$ cat src/rtl/nco_pkg.sv
// rtl/nco_pkg.sv - shared state encoding, default widths and dither LFSR constants for the NCO
package nco_pkg;

    typedef enum logic [1:0] {
        ST_IDLE  = 2'd0,
        ST_RUN   = 2'd1,
        ST_SWEEP = 2'd2
    } nco_state_e;

    localparam int NCO_NBA = 26;
    localparam int NCO_NBF = 32;
    localparam int NCO_NBS = 24;

    // x^32 + x^22 + x^2 + x + 1; feedback is the parity of the tapped bits
    localparam logic [31:0] LFSR_TAPS = 32'h8020_0003;
    localparam logic [31:0] LFSR_SEED = 32'h0000_0001;

endpackage

$ cat src/rtl/nco_lfsr.sv
// rtl/nco_lfsr.sv - 32-bit maximal-length LFSR used as the phase dither source
module nco_lfsr
    import nco_pkg::*;
(
    input  logic        clk_i,
    input  logic        rst_i,
    output logic [31:0] lfsr_o
);

    logic [31:0] lfsr_q;
    logic [31:0] lfsr_d;

    always_comb begin
        lfsr_d = {lfsr_q[30:0], ^(lfsr_q & LFSR_TAPS)};
    end

    always_ff @(posedge clk_i) begin
        if (rst_i) begin
            lfsr_q <= LFSR_SEED;
        end else begin
            lfsr_q <= lfsr_d;
        end
    end

    assign lfsr_o = lfsr_q;

endmodule

$ cat src/rtl/nco_phase_gen.sv
// rtl/nco_phase_gen.sv - phase-accumulator NCO with double-buffered config and linear-chirp sweep
// Optional: NCO_DITHER_EN adds LFSR dither below the truncation point of the output phase.
module nco_phase_gen
    import nco_pkg::*;
#(
    parameter int NBA = NCO_NBA,
    parameter int NBF = NCO_NBF,
    parameter int NBS = NCO_NBS
) (
    input  logic           c,
    input  logic           r,
    input  logic           cfg_valid,
    output logic           cfg_ready,
    input  logic [NBF-1:0] cfg_freq,
    input  logic [NBF-1:0] cfg_rate,
    input  logic [NBS-1:0] cfg_len,
    input  logic [NBA-1:0] cfg_offset,
    input  logic           start,
    input  logic           stop,
    input  logic           sync,
    output logic           busy,
    output logic [NBA-1:0] o_phase,
    output logic           o_valid
);

    nco_state_e     state_q, state_d;
    logic [NBF-1:0] acc_q, acc_d;
    logic [NBF-1:0] freq_q, freq_d;
    logic [NBF-1:0] rate_q, rate_d;
    logic [NBS-1:0] len_q, len_d;
    logic [NBA-1:0] offset_q, offset_d;
    logic [NBS-1:0] count_q, count_d;
    logic [NBF-1:0] sh_freq_q, sh_freq_d;
    logic [NBF-1:0] sh_rate_q, sh_rate_d;
    logic [NBS-1:0] sh_len_q, sh_len_d;
    logic [NBA-1:0] sh_offset_q, sh_offset_d;
    logic           pending_q, pending_d;
    logic           cfg_ready_q, cfg_ready_d;
    logic [NBA-1:0] o_phase_q, o_phase_d;
    logic           o_valid_q, o_valid_d;

    logic           transfer;
    logic           commit;
    logic           sweep_ok;
    logic [NBA-1:0] phase_trunc;

`ifdef NCO_DITHER_EN
    localparam logic [NBF-1:0] DITHER_MASK = (NBF'(1) << (NBF - NBA)) - NBF'(1);
    logic [31:0]    lfsr;
    logic [NBF-1:0] dithered;

    nco_lfsr u_lfsr (
        .clk_i  (c),
        .rst_i  (r),
        .lfsr_o (lfsr)
    );

    assign dithered    = acc_q + (NBF'(lfsr) & DITHER_MASK);
    assign phase_trunc = dithered[NBF-1 -: NBA];
`else
    assign phase_trunc = acc_q[NBF-1 -: NBA];
`endif

    always_comb begin
        transfer = cfg_valid & cfg_ready_q;
        // A sweep owns freq; new settings wait until it has handed back to RUN
        commit   = pending_q & (state_q != ST_SWEEP);

        state_d     = state_q;
        acc_d       = acc_q;
        count_d     = count_q;
        freq_d      = commit ? sh_freq_q   : freq_q;
        rate_d      = commit ? sh_rate_q   : rate_q;
        len_d       = commit ? sh_len_q    : len_q;
        offset_d    = commit ? sh_offset_q : offset_q;
        sh_freq_d   = transfer ? cfg_freq   : sh_freq_q;
        sh_rate_d   = transfer ? cfg_rate   : sh_rate_q;
        sh_len_d    = transfer ? cfg_len    : sh_len_q;
        sh_offset_d = transfer ? cfg_offset : sh_offset_q;
        sweep_ok    = (rate_d != '0) && (len_d != '0);

        case (state_q)
            ST_IDLE: begin
                if (start) begin
                    state_d = sweep_ok ? ST_SWEEP : ST_RUN;
                    count_d = '0;
                end
            end
            ST_RUN: begin
                acc_d = acc_q + freq_q;
                if (start && sweep_ok) begin
                    state_d = ST_SWEEP;
                    count_d = '0;
                end
            end
            ST_SWEEP: begin
                acc_d  = acc_q + freq_q;
                freq_d = freq_q + rate_q;
                if (count_q == len_q - NBS'(1)) begin
                    state_d = ST_RUN;
                    count_d = '0;
                end else begin
                    count_d = count_q + NBS'(1);
                end
            end
            default: begin
                state_d = ST_IDLE;
            end
        endcase

        if (stop) begin
            state_d = ST_IDLE;
            acc_d   = acc_q;
            freq_d  = commit ? sh_freq_q : freq_q;
            count_d = '0;
        end
        if (sync) begin
            acc_d = '0;
        end

        pending_d = pending_q;
        if (commit) begin
            pending_d = 1'b0;
        end
        if (transfer) begin
            pending_d = 1'b1;
        end
        cfg_ready_d = ~pending_d;

        o_phase_d = phase_trunc + offset_q;
        o_valid_d = (state_q != ST_IDLE);
    end

    always_ff @(posedge c) begin
        if (r) begin
            state_q     <= ST_IDLE;
            acc_q       <= '0;
            freq_q      <= '0;
            rate_q      <= '0;
            len_q       <= '0;
            offset_q    <= '0;
            count_q     <= '0;
            sh_freq_q   <= '0;
            sh_rate_q   <= '0;
            sh_len_q    <= '0;
            sh_offset_q <= '0;
            pending_q   <= 1'b0;
            cfg_ready_q <= 1'b1;
            o_phase_q   <= '0;
            o_valid_q   <= 1'b0;
        end else begin
            state_q     <= state_d;
            acc_q       <= acc_d;
            freq_q      <= freq_d;
            rate_q      <= rate_d;
            len_q       <= len_d;
            offset_q    <= offset_d;
            count_q     <= count_d;
            sh_freq_q   <= sh_freq_d;
            sh_rate_q   <= sh_rate_d;
            sh_len_q    <= sh_len_d;
            sh_offset_q <= sh_offset_d;
            pending_q   <= pending_d;
            cfg_ready_q <= cfg_ready_d;
            o_phase_q   <= o_phase_d;
            o_valid_q   <= o_valid_d;
        end
    end

    assign cfg_ready = cfg_ready_q;
    assign busy      = (state_q == ST_SWEEP);
    assign o_phase   = o_phase_q;
    assign o_valid   = o_valid_q;

endmodule

$ cat config.mk
export PLATFORM = sky130hd
export DESIGN_NAME = nco_phase_gen
export DESIGN_NICKNAME = d
export VERILOG_FILES = /design/src/rtl/nco_pkg.sv /design/src/rtl/nco_lfsr.sv /design/src/rtl/nco_phase_gen.sv
export SDC_FILE = /design/constraint.sdc
export NUM_CORES = 1
export LEC_CHECK = 0
export CORE_MARGIN = 3
export CORE_UTILIZATION = 39
export CTS_CLUSTER_SIZE = 10
export DETAILED_ROUTE_END_ITERATION = 6
export PLACE_DENSITY = 0.58
export SETUP_SLACK_MARGIN = 0.02
export SYNTH_ARGS = -nofsm -noshare
export SYNTH_HDL_FRONTEND = slang
export SYNTH_SLANG_ARGS = --single-unit
$ cat constraint.sdc
create_clock -name c -period 8.7 [get_ports c]
set_clock_uncertainty 0.1 [all_clocks]
set_input_delay 1.74 -clock c [delete_from_list [all_inputs] [get_ports c]]
set_output_delay 1.74 -clock c [all_outputs]
set_load 0.05 [all_outputs]
==> summary.md, run 1 <==
| Metric | Value |
|---|---|
| Status | `complete, no violations` |
| First-pass GRT wire length | `71060 um` |
| Drt initial violations | `between 800 and 900` |
| Crit path required time | `6.86 ns` |
| Dpl cell area | `between 0.015 and 0.02 mm^2` |
| H-tree depth | `2` |
| Vias per cell | `5.297` |
| EDFF count, synth | `0` |
| Distinct cell type count after synthesis | `71` |
| Critical path launch point type | `flip-flop` |
| Cell count of the worst hold path | `2` |
| Period utilization | `between 40% and 50%` |
| Final antenna-violating net count | `0` |
| Worst Setup Slack, final | `4.535 ns` |
| Ys async rst share | `0%` |
| Max-Cap Viols | `0` |
| RSZ-0062 raised after global routing | `false` |
| Least-Margin Pin Slew | `around 1.1 ns` |
| Reg2Reg Setup Slack | `approximately 4.9 ns` |
| Area growth from synthesis to layout | `18.53%` |
| CTS tree | `done` |
| Placement Setup Slack | `between 4 and 5 ns` |
| Post-Synthesis Cells | `2062` |
| Part of the Yosys area used for sequential elements | `between 30% and 40%` |
| GRT Total Usage | `roughly 20%` |
| DRC | `0` |
| Routed WL per cell | `16.43 um` |
| Synthesized area per cell | `~7.8 um^2` |
| Final Hold Vio Count | `0` |
| Drt total wl | `approximately 44000 um` |
| Grt ovf | `0` |
| Number of port buffers | `between 100 and 150` |
| Leakage | `~7.5 nW` |
| Final nets | `around 2400` |
| Clk slew on worst S/H paths | `roughly 0.060 ns` |
| Die height | `209.1 um` |
| Max_slew headroom | `roughly 23%` |
| Synth warnings | `0` |
| FF-to-FF path depth | `13` |
| Fmax | `around 240 MHz` |
| Largest net degree at the start of global routing | `97` |
| Slew Limit Fails | `0` |
| Gates resized, CTS repair | `0` |
| Commonest register cell after synthesis | `dfxtp_1` |
| Clock buffer depth | `3` |
| GP Congestion | `just under 0.9` |
| Share of cells above drive strength 1 | `between 3 and 4%` |
| Design Power | `roughly 3.6 mW` |
| Die area | `between 0.04 and 0.05 mm^2` |
| Cell Area, Synth | `0.01609 mm^2` |
| Die width | `209.1 um` |
| Initial antenna violation count | `2` |
| Max FO, Critical Path | `8` |
| Syn_nets | `between 2000 and 2500` |
| Clk Latency, worst-skew pair | `about 0.55 ns` |
| Initial Utilization | `between 30% and 40%` |
| Number of top-level pins | `about 150` |
| Critical setup path kind | `flip-flop to primary output` |
| Post-synthesis register bit count | `315` |
| Vias in the first global route | `about 13000` |
| # hold bufs at CTS | `0` |
| Setup Fix Bufs, Post-CTS | `0` |
| Site row count | `73` |
| Core area | `between 0.04 and 0.05 mm^2` |
| Min Clock Period, post-route | `about 4.2 ns` |
| Sink Count | `315` |
| Peak VDD IR | `around 0.11 mV` |
| Final design area excluding fillers | `around 0.019 mm^2` |
| CP Capture Type | `primary output` |
| 1st-pass router iterations | `5` |
| DR vias | `around 14000` |
| CTS buffer count | `39` |
| CP Data Arrival Time | `2.33 ns` |
| Final setup vio count | `0` |
| Dpl hpwl | `roughly 32000 um` |
| Worst Hold Class | `flip-flop to flip-flop` |
| PD cells | `between 150 and 200 mW/mm^2` |
| Root Buffer | `clkbuf_16` |
| Setup TNS | `0 ns` |
[synthesized netlist by cell type, drive strengths merged, types with 6 or more instances]
| cell | count | area, um^2 |
|---|---|---|
| a2111oi | 8 | 70.07 |
| a211oi | 18 | 140.1 |
| a21o | 41 | 315.3 |
| a21oi | 294 | 1471 |
| a221oi | 6 | 52.55 |
| a22o | 6 | 52.55 |
| a311oi | 19 | 166.4 |
| a31o | 7 | 61.31 |
| a31oi | 10 | 62.56 |
| and2 | 7 | 43.79 |
| and3 | 16 | 100.1 |
| buf | 17 | 87.58 |
| clkbuf | 88 | 330.3 |
| dfxtp | 315 | 6306 |
| ha | 92 | 1151 |
| inv | 32 | 120.1 |
| nand2 | 529 | 1986 |
| nand2b | 23 | 143.9 |
| nand3 | 33 | 165.2 |
| nand4 | 11 | 68.82 |
| nor2 | 151 | 574.3 |
| nor2b | 18 | 112.6 |
| nor3 | 25 | 125.1 |
| nor4 | 32 | 221.5 |
| o211ai | 6 | 45.04 |
| o21a | 13 | 97.59 |
| o21ai | 32 | 160.2 |
| o21bai | 10 | 75.07 |
| or3 | 8 | 50.05 |
| xnor2 | 68 | 595.6 |
| xor2 | 51 | 446.7 |
[flip-flops by register name, indices dropped and copies added (netlist names), 2 cells and up]
name,count
count_q,24
acc_q,32
sh_len_q,24
offset_q,26
sh_rate_q,32
len_q,24
state_q,2
freq_q,32
o_phase,26
rate_q,32
sh_freq_q,32
sh_offset_q,26
[metal layers]
| layer | vias to the layer above | track usage [%] | part of all wire (%) |
|---|---|---|---|
| met2 | 288 | 30.81 | 44 |
| met5 | - | 0 | 0 |
| met1 | 6615 | 27.60 | 49 |
| met4 | 0 | 5.497 | 2.5 |
| li1 | 7329 | - | - |
| met3 | 70 | 3.588 | 5.0 |
[worst max-delay path, stage by stage (launching register included)]
cell,delay (ns)
dfxtp_1,0.34
inv_1,0.13
ha_1,0.40
clkdlybuf4s50_1,0.91
[cell type report]
type,instances,area [um^2]
Antenna cell,2,5.005
Clock buffer,55,1129
Clock inverter,1,8.758
Fill cell,3952,21210
Inverter,32,120.1
Multi-Input combinational cell,1610,9269
Sequential cell,315,6306
Tap cell,525,656.9
Timing Repair Buffer,160,1575
[cells in the final DEF, fill, tap and decap left out, types with 11 or more instances in the layout]
| cell | synthesis | final |
|---|---|---|
| a211oi_1 | 17 | 17 |
| a21o_1 | 40 | 40 |
| a21oi_1 | 294 | 294 |
| a311oi_1 | 19 | 19 |
| and3_1 | 16 | 16 |
| buf_4 | 0 | 12 |
| clkbuf_16 | 0 | 41 |
| clkdlybuf4s50_1 | 0 | 147 |
| dfxtp_1 | 315 | 315 |
| ha_1 | 92 | 92 |
| inv_1 | 31 | 31 |
| nand2_1 | 529 | 528 |
| nand2b_1 | 23 | 22 |
| nand3_1 | 33 | 33 |
| nand4_1 | 11 | 11 |
| nor2_1 | 150 | 150 |
| nor2b_1 | 18 | 17 |
| nor3_1 | 25 | 25 |
| nor4_1 | 30 | 30 |
| o21a_1 | 13 | 13 |
| o21ai_0 | 32 | 32 |
| xnor2_1 | 68 | 68 |
| xor2_1 | 51 | 51 |
[report_power, final]
group | internal, mW | switching [mW] | leakage (nW)
clock network | 0.888 | 0.594 | 0.556
registers | 1.51 | 0.0610 | 2.56
logic | 0.201 | 0.306 | 4.39
total | 2.60 | 0.961 | 7.51
[kinds of logic (layout without fill, tap and decap cells)]
logic type,count (synthesis),after routing,synth area share [%]
AO/OA/AOI/OAI,511,511,19.49
XOR/XNOR,119,119,6.478
adder cells (fa/ha/maj),95,95,7.528
buffers and inverters,137,248,3.344
flip-flops,315,315,39.20
multiplexers,4,4,0.2489
other,0,2,0
AND/OR/NAND/NOR,881,881,23.71
[through the flow]
step           std cells  hold slack, ns  utilization [%]
3_3_place_gp        2642          0.3432            44.51
3_5_place_dp        2642          0.3468            44.51
5_1_grt             2699          0.3762            47.34
6_report            2700          0.3514            47.34
4_1_cts             2698          0.3540            47.33
2_1_floorplan       2062          0.3321                -
[path summary, 6_finish.rpt]
| path | startpoint | end |
|---|---|---|
| setup / recovery | state_q[0] | busy |
| setup reg to reg | freq_q[0] | acc_q[30] |
| hold / removal | sh_offset_q[7] | offset_q[7] |
| hold reg to reg | sh_offset_q[7] | offset_q[7] |
(Power assumes the default switching activity.)
==> inputs of run 2 (changes only) <==
Clock period 8.7 ns to 3.9 ns, I/O delays scaled along.
==> run 2 against run 1 <==
Against the previous run:
- die area did not move
- critical path depth rose by 11
- register-to-register slack got worse by 4.5 ns
- critical endpoint is now o_phase[24]
==> summary.md, run 2 (synthesis gave the netlist of run 1 again) <==
| Metric | Value |
|---|---|
| Commonest non-fill, non-tap cell in the layout | `nand2_1` |
| Crit-path most repeated cell | `o21ai_0` |
| Leakage | `7.531 nW (+0.24%)` |
| CP cell instances | `ha_1 > inv_1 > fa_1 > nor2b_1 > o21ai_0 > a211oi_1 > o31ai_1 > o21ai_0 > buf_4 > a2111oi_0 > or2_2 > o21ai_0 > xnor2_1 > nor2_1` |
| Number of top-level pins | `149 (unchanged)` |
| Sink Count | `315 (unchanged)` |
| Die width | `209.1 um (unchanged)` |
| Setup Fix Bufs, Post-CTS | `0 (unchanged)` |
| Critical path launch point type | `flip-flop` |
| CP Capture Type | `flip-flop` |
| Layout fillers | `3966 (+0.35%)` |
| Dpl hpwl | `32720 um (+2.4%)` |
| Crit path required time | `4.19 ns (-2.67 ns)` |
| Final antenna-violating net count | `0 (unchanged)` |
| DRC | `0 (unchanged)` |
| Clk slew on worst S/H paths | `0.05 ns (about the same)` |
| Max_slew headroom | `39.72% (+17 points)` |
| Max FO, Critical Path | `3 (-5)` |
| PD cells | `408.8 mW/mm^2 (+120%)` |
| Design Power | `7.803 mW (+120%)` |
| Critical setup path kind | `flip-flop to flip-flop` |
| Worst Setup Slack, final | `0.3850 ns (-4.150 ns)` |
| Hold Startpoint | `sh_offset_q[4]` |
| Max-Cap Viols | `0 (unchanged)` |
| Grt ovf | `0 (unchanged)` |
| Site row count | `73 (unchanged)` |
| Worst Hold Class | `flip-flop to flip-flop` |
| Vias per cell | `5.290 (-0.14%)` |
| Max stage delay on crit path | `0.62 ns (-0.29 ns)` |
| Slowest-stage cell, CP | `a2111oi_0` |
| Initial antenna violation count | `1 (-1)` |
| Peak VDD IR | `0.2583 mV (+140%)` |
| GP Congestion | `0.8749 (-1.8%)` |
| Commonest non-fill, non-tap cells in the layout | `528 x nand2_1, 315 x dfxtp_1, 294 x a21oi_1` |
| Least-Margin Pin Slew | `0.9042 ns (-0.2456 ns)` |
| Period utilization | `approximately 90%` |
| CTS tree | `done` |
| Placement Setup Slack | `0.3250 ns (-4.038 ns)` |
| Fmax | `between 200 and 300 MHz` |
| Drt total wl | `44300 um (-0.11%)` |
| Vias in the first global route | `13600 (+1.0%)` |
| Critical path buffers and inverters | `2 (unchanged)` |
| Die area | `0.04372 mm^2 (unchanged)` |
| DR vias | `14290 (-0.10%)` |
| Root Buffer | `clkbuf_16` |
| Worst R2R Start | `acc_q[6]` |
| Area growth from synthesis to layout | `18.66%` |
| Core area | `0.04028 mm^2 (unchanged)` |
| Share of cells above drive strength 1 | `4.182% (+0.27 points)` |
| Status | `complete, no violations` |
| Routed WL per cell | `16.40 um (-0.15%)` |
| CP top delay family | `compound AO/OA/AOI/OAI gates` |
| Clk Latency, worst-skew pair | `0.56 ns (about the same)` |
| # diodes | `0 (-2)` |
| GRT Total Usage | `19.63% (+0.032 points)` |
| Slew Limit Fails | `0 (unchanged)` |
| H-tree depth | `2 (unchanged)` |
| First-pass GRT wire length | `71180 um (+0.17%)` |
| Setup TNS | `0 ns (unchanged)` |
| Final setup vio count | `0 (unchanged)` |
| # hold bufs at CTS | `0 (unchanged)` |
| Critical Path Start | `acc_q[6]` |
| Final nets | `2380 (+0.29%)` |
| Largest net degree at the start of global routing | `91 (-6.2%)` |
| Initial Utilization | `39.94% (unchanged)` |
| Final Hold Vio Count | `0 (unchanged)` |
| CP Data Arrival Time | `3.80 ns (+1.47 ns)` |
| Die height | `209.1 um (unchanged)` |
| 1st-pass router iterations | `5 (unchanged)` |
| Min Clock Period, post-route | `3.515 ns` |
| Number of port buffers | `148 (unchanged)` |
| RSZ-0062 raised after global routing | `false` |
| Drt initial violations | `812 (-6.9%)` |
| CTS buffer count | `38 (-2.6%)` |
| Gates resized, CTS repair | `0 (unchanged)` |
| Clock buffer depth | `3 (unchanged)` |
-- run 2: worst reg2reg max path: stages, from the launching register on --
cell       delay [ns]
dfxtp_1          0.33
ha_1             0.22
inv_1            0.07
fa_1             0.18
nor2b_1          0.06
o21ai_0          0.30
a211oi_1         0.15
o31ai_1          0.45
o21ai_0          0.17
buf_4            0.17
a2111oi_0        0.62
or2_2            0.24
o21ai_0          0.11
xnor2_1          0.14
nor2_1           0.06
-- run 2: routing by layer --
metal,routed length (um),global-route usage (%),up-vias
li1,-,-,7338
met1,21880,27.17,6586
met2,19400,31.53,297
met3,1969,3.318,64
met4,1037,5.774,2
met5,12,0,-
-- run 2: layout make-up --
cell class	count	area (um^2)	area share [%]
clock buffers	48	1040	5.447
multi-input cells	1610	9269	48.55
well taps	525	656.9	3.441
clock inverters	3	37.54	0.1966
inverters	32	120.1	0.6292
repair buffers	168	1660	8.698
flip-flops and latches	315	6306	33.03
-- run 2: per-stage QoR --
stage / area (um^2) / utilization [%] / hold WS (ns) / instances
3_5_place_dp: 18010 / 44.72 / 0.3438 / 2650
6_report: 19090 / 47.39 / 0.3456 / 2701
4_1_cts: 19090 / 47.39 / 0.3522 / 2701
3_3_place_gp: 18010 / 44.72 / 0.3426 / 2650
2_1_floorplan: 16090 / - / 0.3321 / 2062
5_1_grt: 19090 / 47.39 / 0.3653 / 2701
-- run 2: final timing paths --
kind | end | slack, ns | depth (start not counted)
worst max-delay path | o_phase[24] | 0.38 | 14
worst min-delay path | offset_q[4] | 0.35 | 2
worst max register to register | o_phase[24] | 0.38 | 14
worst min register to register | offset_q[4] | 0.35 | 2
-- run 2: report_power, final --
group	internal, mW	switching (mW)
Sequential	3.36	0.139
Clock	1.85	1.31
Combinational	0.459	0.676
